<file path="config.mk">
export PLATFORM = sky130hd
export DESIGN_NAME = match_ctl
export DESIGN_NICKNAME = d
export VERILOG_FILES = /design/src/rtl/match_pkg.sv /design/src/rtl/link_tx_ctl.sv /design/src/rtl/match_ctl.sv
export SDC_FILE = /design/constraint.sdc
export NUM_CORES = 1
export LEC_CHECK = 0
export ABC_AREA = 1
export BUFFER_PORTS_ARGS = -buffer_cell sky130_fd_sc_hd__buf_2
export CAP_MARGIN = 20
export CORE_AREA = 8 8 142 144
export DETAILED_ROUTE_END_ITERATION = 8
export DIE_AREA = 0 0 150 152
export GPL_TIMING_DRIVEN = 0
export PLACE_DENSITY_LB_ADDON = 0.2
export SLEW_MARGIN = 0
export SYNTH_ARGS = -nofsm -noshare
export SYNTH_HDL_FRONTEND = slang
export SYNTH_SLANG_ARGS = --single-unit
</file>
<file path="constraint.sdc">
create_clock -name clk -period 5.2 [get_ports clk]
set_input_delay 0.52 -clock clk [delete_from_list [all_inputs] [get_ports clk]]
set_output_delay 0.52 -clock clk [all_outputs]
set_load 0.01 [all_outputs]
</file>
<file path="src/rtl/match_pkg.sv">
// Shared types and constants for the multi-round match controller.
// Pure declarations, so there is no latency and no backpressure here.
// The link byte layout is [7] start, [6] done, [5:0] score.
package match_pkg;

  typedef enum logic [2:0] {
    ST_IDLE       = 3'd0,
    ST_WAIT_START = 3'd1,
    ST_ROUND      = 3'd2,
    ST_WAIT_END   = 3'd3,
    ST_INTER      = 3'd4,
    ST_MATCH_END  = 3'd5
  } match_state_t;

  localparam logic [1:0] WIN_TIE  = 2'b00;
  localparam logic [1:0] WIN_WIN  = 2'b01;
  localparam logic [1:0] WIN_LOSS = 2'b10;

  localparam int LINK_START_BIT = 7;
  localparam int LINK_DONE_BIT  = 6;

  localparam int DEF_ROUNDS           = 3;
  localparam int DEF_SCORE_WIDTH      = 6;
  localparam int DEF_INTER_CYCLES     = 65_000_000;
  localparam int DEF_KEEPALIVE_CYCLES = 16_250_000;
  localparam int DEF_LINK_TIMEOUT     = 130_000_000;

  // One-hot enables: {match_end, inter, wait_end, round, wait_start, start_screen}
  function automatic logic [5:0] state_onehot(input match_state_t s);
    logic [5:0] v;
    v = 6'b000000;
    case (s)
      ST_IDLE:       v = 6'b000001;
      ST_WAIT_START: v = 6'b000010;
      ST_ROUND:      v = 6'b000100;
      ST_WAIT_END:   v = 6'b001000;
      ST_INTER:      v = 6'b010000;
      ST_MATCH_END:  v = 6'b100000;
      default:       v = 6'b000001;
    endcase
    return v;
  endfunction

  function automatic logic [7:0] link_byte(input logic start, input logic done,
                                           input logic [5:0] score);
    logic [7:0] b;
    b = 8'h00;
    b[5:0] = score;
    b[LINK_START_BIT] = start;
    b[LINK_DONE_BIT]  = done;
    return b;
  endfunction

endpackage

</file>
<file path="src/rtl/link_tx_ctl.sv">
// Holds the outgoing link byte and raises valid whenever it changes or the keepalive period elapses.
// Latency: a change on i_byte appears on o_data/o_valid one cycle later.
// Backpressure: valid is held until i_ready; a newer byte overwrites a pending one in place.
module link_tx_ctl
  import match_pkg::*;
#(
  parameter int KEEPALIVE_CYCLES = DEF_KEEPALIVE_CYCLES
) (
  input  logic       clk,
  input  logic       rst,
  input  logic [7:0] i_byte,
  input  logic       i_ready,
  output logic [7:0] o_data,
  output logic       o_valid
);

  localparam logic [31:0] KA_LAST = 32'(KEEPALIVE_CYCLES - 1);

  logic [7:0]  r_data;
  logic        r_valid;
  logic [31:0] r_ka;
  logic        w_change;
  logic        w_ka_fire;

  assign w_change  = (i_byte != r_data);
  assign w_ka_fire = (r_ka >= KA_LAST);

  // Byte register, valid handshake and keepalive resend timer
  always_ff @(posedge clk or posedge rst) begin
    if (rst) begin
      r_data  <= 8'h00;
      r_valid <= 1'b0;
      r_ka    <= 32'd0;
    end else if (w_change) begin
      r_data  <= i_byte;
      r_valid <= 1'b1;
      r_ka    <= 32'd0;
    end else if (w_ka_fire) begin
      r_valid <= 1'b1;
      r_ka    <= 32'd0;
    end else begin
      r_ka <= r_ka + 32'd1;
      if (r_valid && i_ready) r_valid <= 1'b0;
    end
  end

  assign o_data  = r_data;
  assign o_valid = r_valid;

endmodule

</file>
<file path="src/rtl/match_ctl.sv">
// Multi-round Duck Hunt match sequencer with link status exchange, scoring and optional rx watchdog (LINK_TIMEOUT_EN).
// Latency: all outputs registered; state enables move one cycle after the triggering input.
// Backpressure: tx byte waits on link_tx_ready with latest-wins update; rx is a strobe and is never stalled.
module match_ctl
  import match_pkg::*;
#(
  parameter int ROUNDS           = DEF_ROUNDS,
  parameter int SCORE_WIDTH      = DEF_SCORE_WIDTH,
  parameter int INTER_CYCLES     = DEF_INTER_CYCLES,
  parameter int KEEPALIVE_CYCLES = DEF_KEEPALIVE_CYCLES,
  parameter int LINK_TIMEOUT     = DEF_LINK_TIMEOUT
) (
  input  logic                   clk,
  input  logic                   rst,
  input  logic                   start_req,
  input  logic                   round_done,
  input  logic [SCORE_WIDTH-1:0] my_round_score,
  input  logic [7:0]             link_rx_data,
  input  logic                   link_rx_valid,
  output logic [7:0]             link_tx_data,
  output logic                   link_tx_valid,
  input  logic                   link_tx_ready,
  output logic                   start_screen_en,
  output logic                   wait_start_en,
  output logic                   round_en,
  output logic                   wait_end_en,
  output logic                   inter_en,
  output logic                   match_end_en,
  output logic                   round_start,
  output logic [3:0]             round_idx,
  output logic [SCORE_WIDTH+3:0] my_total,
  output logic [SCORE_WIDTH+3:0] enemy_total,
  output logic [3:0]             my_wins,
  output logic [3:0]             enemy_wins,
  output logic [1:0]             winner_status,
  output logic                   link_lost
);

  localparam int          TW         = SCORE_WIDTH + 4;
  localparam logic [31:0] INTER_LAST = 32'(INTER_CYCLES);

  if (ROUNDS < 1 || ROUNDS > 15) begin : g_bad_rounds
    $error("match_ctl: ROUNDS must be in 1..15");
  end
  if (SCORE_WIDTH < 1 || SCORE_WIDTH > 6) begin : g_bad_score_width
    $error("match_ctl: SCORE_WIDTH must be in 1..6");
  end
  if (LINK_TIMEOUT <= KEEPALIVE_CYCLES) begin : g_bad_timeout
    $error("match_ctl: LINK_TIMEOUT must exceed KEEPALIVE_CYCLES");
  end

  match_state_t           r_state;
  logic [5:0]             r_en;
  logic                   r_round_start;
  logic [3:0]             r_round_idx;
  logic [TW-1:0]          r_my_total;
  logic [TW-1:0]          r_en_total;
  logic [3:0]             r_my_wins;
  logic [3:0]             r_en_wins;
  logic [1:0]             r_winner;
  logic [SCORE_WIDTH-1:0] r_my_score;
  logic [31:0]            r_inter_cnt;
  logic [7:0]             r_rx;

  logic [7:0]             w_rx;
  logic                   w_rx_start;
  logic                   w_rx_done;
  logic [SCORE_WIDTH-1:0] w_en_score;
  logic [TW:0]            w_my_sum;
  logic [TW:0]            w_en_sum;
  logic [TW-1:0]          w_my_total_nxt;
  logic [TW-1:0]          w_en_total_nxt;
  logic [3:0]             w_my_wins_nxt;
  logic [3:0]             w_en_wins_nxt;
  logic                   w_match_over;
  logic [5:0]             w_tot_sat;
  logic [7:0]             w_tx_byte;
  logic                   w_wd_fire;

  // A byte arriving this cycle is visible immediately so decisions take one cycle
  assign w_rx       = link_rx_valid ? link_rx_data : r_rx;
  assign w_rx_start = w_rx[LINK_START_BIT];
  assign w_rx_done  = w_rx[LINK_DONE_BIT];
  assign w_en_score = w_rx[SCORE_WIDTH-1:0];

  assign w_my_sum = {1'b0, r_my_total} + {{(TW+1-SCORE_WIDTH){1'b0}}, r_my_score};
  assign w_en_sum = {1'b0, r_en_total} + {{(TW+1-SCORE_WIDTH){1'b0}}, w_en_score};
  assign w_my_total_nxt = w_my_sum[TW] ? {TW{1'b1}} : w_my_sum[TW-1:0];
  assign w_en_total_nxt = w_en_sum[TW] ? {TW{1'b1}} : w_en_sum[TW-1:0];

  assign w_my_wins_nxt = (r_my_score > w_en_score && r_my_wins != 4'hF) ? r_my_wins + 4'd1 : r_my_wins;
  assign w_en_wins_nxt = (w_en_score > r_my_score && r_en_wins != 4'hF) ? r_en_wins + 4'd1 : r_en_wins;

  // Last round played, or one side already holds a majority of the rounds
  assign w_match_over = (r_round_idx == 4'(ROUNDS - 1)) ||
                        (w_my_wins_nxt > 4'(ROUNDS / 2)) ||
                        (w_en_wins_nxt > 4'(ROUNDS / 2));

  assign w_tot_sat = (r_my_total > TW'(63)) ? 6'h3F : 6'(r_my_total);

  function automatic logic [1:0] f_winner(input logic [3:0] mw, input logic [3:0] ew,
                                          input logic [TW-1:0] mt, input logic [TW-1:0] et);
    logic [1:0] w;
    if (mw > ew)      w = WIN_WIN;
    else if (ew > mw) w = WIN_LOSS;
    else if (mt > et) w = WIN_WIN;
    else if (et > mt) w = WIN_LOSS;
    else              w = WIN_TIE;
    return w;
  endfunction

  // Latch every enemy status byte regardless of state
  always_ff @(posedge clk or posedge rst) begin
    if (rst) r_rx <= 8'h00;
    else if (link_rx_valid) r_rx <= link_rx_data;
  end

  // Local status byte as a function of the current state
  always_comb begin
    w_tx_byte = 8'h00;
    case (r_state)
      ST_WAIT_START: w_tx_byte = link_byte(1'b1, 1'b0, 6'd0);
      ST_ROUND:      w_tx_byte = link_byte(1'b1, 1'b0, 6'(my_round_score));
      ST_WAIT_END:   w_tx_byte = link_byte(1'b1, 1'b1, 6'(r_my_score));
      ST_MATCH_END:  w_tx_byte = link_byte(1'b0, 1'b1, w_tot_sat);
      default:       w_tx_byte = 8'h00;
    endcase
  end

`ifdef LINK_TIMEOUT_EN
  localparam logic [31:0] WD_LAST = 32'(LINK_TIMEOUT - 1);

  logic [31:0] r_wd_cnt;
  logic        r_link_lost;
  logic        w_wd_active;

  assign w_wd_active = (r_state == ST_WAIT_START) || (r_state == ST_ROUND) ||
                       (r_state == ST_WAIT_END)   || (r_state == ST_INTER);
  assign w_wd_fire   = w_wd_active && !link_rx_valid && (r_wd_cnt >= WD_LAST);

  // Count silent cycles while the link is expected to be alive; sticky loss flag
  always_ff @(posedge clk or posedge rst) begin
    if (rst) begin
      r_wd_cnt    <= 32'd0;
      r_link_lost <= 1'b0;
    end else begin
      if (!w_wd_active || link_rx_valid) r_wd_cnt <= 32'd0;
      else if (!w_wd_fire)               r_wd_cnt <= r_wd_cnt + 32'd1;
      if (w_wd_fire)                                r_link_lost <= 1'b1;
      else if (r_state == ST_IDLE && start_req)     r_link_lost <= 1'b0;
    end
  end

  assign link_lost = r_link_lost;
`else
  assign w_wd_fire = 1'b0;
  assign link_lost = 1'b0;
`endif

  // Match sequencer with registered enables, scoring and result
  always_ff @(posedge clk or posedge rst) begin
    if (rst) begin
      r_state       <= ST_IDLE;
      r_en          <= state_onehot(ST_IDLE);
      r_round_start <= 1'b0;
      r_round_idx   <= 4'd0;
      r_my_total    <= '0;
      r_en_total    <= '0;
      r_my_wins     <= 4'd0;
      r_en_wins     <= 4'd0;
      r_winner      <= WIN_TIE;
      r_my_score    <= '0;
      r_inter_cnt   <= 32'd0;
    end else begin
      r_round_start <= 1'b0;
      if (w_wd_fire) begin
        r_state  <= ST_MATCH_END;
        r_en     <= state_onehot(ST_MATCH_END);
        r_winner <= f_winner(r_my_wins, r_en_wins, r_my_total, r_en_total);
      end else begin
        case (r_state)
          ST_IDLE: if (start_req) begin
            r_state     <= ST_WAIT_START;
            r_en        <= state_onehot(ST_WAIT_START);
            r_round_idx <= 4'd0;
            r_my_total  <= '0;
            r_en_total  <= '0;
            r_my_wins   <= 4'd0;
            r_en_wins   <= 4'd0;
            r_winner    <= WIN_TIE;
          end
          ST_WAIT_START: if (w_rx_start && !w_rx_done) begin
            r_state       <= ST_ROUND;
            r_en          <= state_onehot(ST_ROUND);
            r_round_start <= 1'b1;
          end
          ST_ROUND: if (round_done) begin
            r_state    <= ST_WAIT_END;
            r_en       <= state_onehot(ST_WAIT_END);
            r_my_score <= my_round_score;
          end
          ST_WAIT_END: if (w_rx_done) begin
            r_my_total <= w_my_total_nxt;
            r_en_total <= w_en_total_nxt;
            r_my_wins  <= w_my_wins_nxt;
            r_en_wins  <= w_en_wins_nxt;
            if (w_match_over) begin
              r_state  <= ST_MATCH_END;
              r_en     <= state_onehot(ST_MATCH_END);
              r_winner <= f_winner(w_my_wins_nxt, w_en_wins_nxt, w_my_total_nxt, w_en_total_nxt);
            end else begin
              r_state     <= ST_INTER;
              r_en        <= state_onehot(ST_INTER);
              r_inter_cnt <= 32'd0;
            end
          end
          ST_INTER: begin
            if (r_inter_cnt >= INTER_LAST && !w_rx_start && !w_rx_done) begin
              r_state     <= ST_WAIT_START;
              r_en        <= state_onehot(ST_WAIT_START);
              r_round_idx <= (r_round_idx != 4'hF) ? r_round_idx + 4'd1 : r_round_idx;
            end else if (r_inter_cnt < INTER_LAST) begin
              r_inter_cnt <= r_inter_cnt + 32'd1;
            end
          end
          ST_MATCH_END: if (start_req) begin
            r_state <= ST_IDLE;
            r_en    <= state_onehot(ST_IDLE);
          end
          default: begin
            r_state <= ST_IDLE;
            r_en    <= state_onehot(ST_IDLE);
          end
        endcase
      end
    end
  end

  link_tx_ctl #(
    .KEEPALIVE_CYCLES(KEEPALIVE_CYCLES)
  ) u_link_tx (
    .clk    (clk),
    .rst    (rst),
    .i_byte (w_tx_byte),
    .i_ready(link_tx_ready),
    .o_data (link_tx_data),
    .o_valid(link_tx_valid)
  );

  assign start_screen_en = r_en[0];
  assign wait_start_en   = r_en[1];
  assign round_en        = r_en[2];
  assign wait_end_en     = r_en[3];
  assign inter_en        = r_en[4];
  assign match_end_en    = r_en[5];
  assign round_start     = r_round_start;
  assign round_idx       = r_round_idx;
  assign my_total        = r_my_total;
  assign enemy_total     = r_en_total;
  assign my_wins         = r_my_wins;
  assign enemy_wins      = r_en_wins;
  assign winner_status   = r_winner;

endmodule

</file>
==> results by group <==
Layout
  – Util after Layout: about half
  – Layout filler cell count: between 1.5k and 2k
  – Nets@finish: roughly 1.2k
  – Share of cells above drive strength 1: around 16%
  – Multi-input gate area: between 3000 and 4000 um2
  – Register Area: 3280 um2
  – Area added between synthesis and finish: 16.6%
  – Final Cell Area: slightly above 9000 um2

Logic synthesis
  – Top_reg_cell synth: dfrtp_1
  – Synth Area in Compound Gates: between 8 and 9%
  – Yosys warns: 0
  – Largest family of logic cells by synthesized area: simple AND/OR/NAND/NOR gates
  – Mapped Cells: 1,018
  – Share of the yosys chip area belonging to registers: about two fifths
  – Share of flip-flops with an asynchronous set or reset: 100%
  – Number of flops mapped to enable cells by yosys: 0
  – Synth Area in Adders: approximately 6.7%
  – Mapped cell area: slightly below 8000 um2
  – Yosys top cell by area: dfrtp_1
  – Post-Synth XOR/XNOR Area: approximately 3.4%
  – Syn Area/Cell: between 7 and 8 um2
  – Seq cells post-synth: around 130
  – Synth cell count leaders: 238 x nand2_1, 155 x inv_1, 130 x dfrtp_1
  – Share of the synthesized area in the top cell type: 41.3%
  – Top cells by area, synth: dfrtp_1 41%, nand2_1 11%, inv_1 7.4%
  – Simple-gate share of the synthesized area: 28.6%
  – Post-synthesis mux area share: 1.60%
  – Count leader, synth: nand2_1
  – Synth cell types: 47

Power
  – Peak VDD IR: 0.000305 V
  – Static Leak: around 4.7 nW
  – Switching power: around 2.1 mW
  – Sequential share of power: about 28%
  – Power Internal: 2.77 mW
  – Clk pwr share: between 20% and 30%
  – Logic pwr share: between 40 and 50%
  – PwrDens: 529 nW/um2
  – Sw Ratio: between 40% and 50%

Critical path
  – Crit-path max cell delay: about 0.44 ns
  – Worst-path maximum fanout: 10
  – Setup Crit Path Kind: input port to flop
  – CP bufs+invs: 4
  – Critical path's top delay family: compound AO/OA/AOI/OAI gates
  – Worst path arrival time: 3.99 ns
  – Setup crit end kind: flop
  – R2R setup slack: 1.64 ns
  – Crit-path slowest cell: fa_1
  – Critical Path RT: roughly 5.5 ns
  – CP startpoint kind: input port
  – CP cell instances: buf_2 > buf_2 > o21ai_0 > inv_1 > ha_1 > fa_1 > a21oi_1 > nor2_1 > inv_1 > nand3_1 > ha_1 > a21oi_1 > o21ai_0 > a21oi_1 > nand3_1 > nand2_1 > nand2_1 > o21ai_0

STA
  – Fmax: between 200 and 300 MHz
  – Final hold vios: 0
  – Slew Limit Fails: 0
  – Finish-stage setup viols: 0
  – Tightest slew margin relative to the limit: between 50% and 60%
  – Crit path time final: 3.66 ns
  – Unrepaired setup endpoints after global routing: false
  – Worst-Margin Slew: between 0.6 and 0.7 ns
  – Crit share post-route: around 70%
  – Worst hold margin: 0.121 ns
  – Post-route setup slack: 1.54 ns
  – Clk_skew: roughly 0.0074 ns

Routing
  – Routed len/inst: 14.8 um
  – Drt drc: 0
  – Drt total wl: roughly 20,000 um
  – Post-DRT Antenna Nets: 0
  – Vias per std cell: ~5.1
  – Via count: slightly below 7k
  – DR iter-0 viols: 476
  – DR pass1 iterations: 5

Clock tree
  – Cts hold-fix bufs: 0
  – Clk_lat worst skew: 0.42 ns
  – Reg clk slew, reported paths: roughly 0.060 ns
  – TritonCTS buffer count: 17
  – CTS tree: yes
  – Post-CTS Setup Bufs: 0
  – CTS root buf: clkbuf_16
  – Post-CTS sizing: 0
  – Clock Tree Buf Depth: 2
  – CTS sink count: approximately 130
  – H-tree levels: 4

Floorplan
  – Row cnt: approximately 50
  – Die height: between 150 and 200 um
  – Ports: 71
  – Die width: 150 um
  – Core footprint: 17,800 um2
  – Starting Density: roughly 44%
  – Die area: ~23,000 um2

Min path
  – Min-delay worst type: input port to asynchronous set/reset pin

Placement
  – Placed cell areas: approximately 8600 um2
  – Hpwl dp: roughly 15,000 um
  – Port bufs: 69
  – Worst slack, placed: between 1 and 1.5 ns
  – Placer's final routability congestion estimate: about 0.87

Outcome
  – Status: finished, final reports clean

Run
  – Max-Cap Viols: 0

GRT
  – Total congestion overflow: 0
  – Vias in the first global route: around 6.7k
  – Total global-route track usage: 18.2%
  – Initial antenna violation count: 1
  – Largest net degree at the start of global routing: 82
  – Global-route wire length before repair: ~34,000 um
-- state kept, by name, summed over array words and instances (netlist names), 4 cells and up --
register / flops
enemy_total: 10
enemy_wins: 4
my_total: 10
my_wins: 4
r_en: 6
r_inter_cnt: 32
r_my_score: 6
r_rx: 8
round_idx: 4
u_link_tx.o_data: 8
u_link_tx.r_ka: 32
-- final timing paths --
kind / depth (start not counted) / end / startpoint
setup / recovery: 18 / winner_status[0] / link_rx_valid
hold / removal: 2 / u_link_tx.r_ka[9] / rst
setup reg to reg: 16 / winner_status[0] / r_rx[0]
hold reg to reg: 1 / u_link_tx.r_ka[0] / u_link_tx.r_ka[0]
max in group asynchronous: 3 / my_wins[2] / rst
min in group clk: 2 / u_link_tx.o_valid / link_tx_ready
-- kinds of logic (layout without fill, tap and decap cells) --
family / Yosys count / count (layout)
AO/OA/AOI/OAI: 117 / 117
XOR/XNOR: 31 / 31
adder cells (fa/ha/maj): 41 / 41
buffers and inverters: 184 / 286
flip-flops: 131 / 131
multiplexers: 11 / 11
other: 1 / 10
AND/OR/NAND/NOR: 502 / 502
-- layout make-up --
class | instances | area share (%)
multi-input cells | 711 | 42.2
flip-flops and latches | 131 | 35.7
inverters | 160 | 6.59
clock buffers | 21 | 5.01
repair buffers | 70 | 4.06
well taps | 229 | 3.12
plain buffers | 24 | 1.73
clock inverters | 11 | 1.65
diodes | 1 | 0.0272
-- routing by layer --
metal	GRT usage, %	routed length, um	vias up
met3	4.19	1070	23
met5	0	0	-
met4	5.62	362	0
met2	27.1	8780	152
met1	25.5	9820	3228
li1	-	-	3472
-- worst reg2reg max path, cell delays in order, from the launching register on --
cell,delay (ns)
dfrtp_1,0.36
o21ai_0,0.27
inv_1,0.11
ha_1,0.23
fa_1,0.44
a21oi_1,0.33
nor2_1,0.15
inv_1,0.21
nand3_1,0.14
ha_1,0.32
a21oi_1,0.19
o21ai_0,0.17
a21oi_1,0.18
nand3_1,0.11
nand2_1,0.08
nand2_1,0.04
o21ai_0,0.16
-- stage by stage --
step           total power [mW]  instances  TNS [ns]
2_1_floorplan              2.95       1026         0
3_3_place_gp               3.57       1324    -64.60
3_5_place_dp               3.59       1325         0
4_1_cts                    4.90       1357         0
5_1_grt                    5.28       1358         0
6_report                   4.86       1358         0
-- power by group through the flow --
stage	sequential (mW)	combinational, mW	clock [mW]
6_report	1.38	2.23	1.25
5_1_grt	1.42	2.54	1.32
4_1_cts	1.38	2.24	1.28
3_5_place_dp	1.40	2.20	0
3_3_place_gp	1.40	2.17	0
2_1_floorplan	1.41	1.54	0
-- cell usage in the layout, fill, tap and decap left out, types with 9 or more instances in the layout --
cell type / n
buf_2: 76
mux2_2: 10
nor2_2: 24
nand2_1: 238
nor2_1: 94
nand3_1: 55
conb_1: 9
o21ai_0: 47
dfrtp_1: 130
o22ai_1: 9
a21oi_1: 32
nand4_1: 42
clkbuf_16: 17
xor2_1: 18
nor3_1: 16
xnor2_1: 13
ha_1: 39
inv_1: 154
No activity file was read; power rests on OpenSTA's default activity.
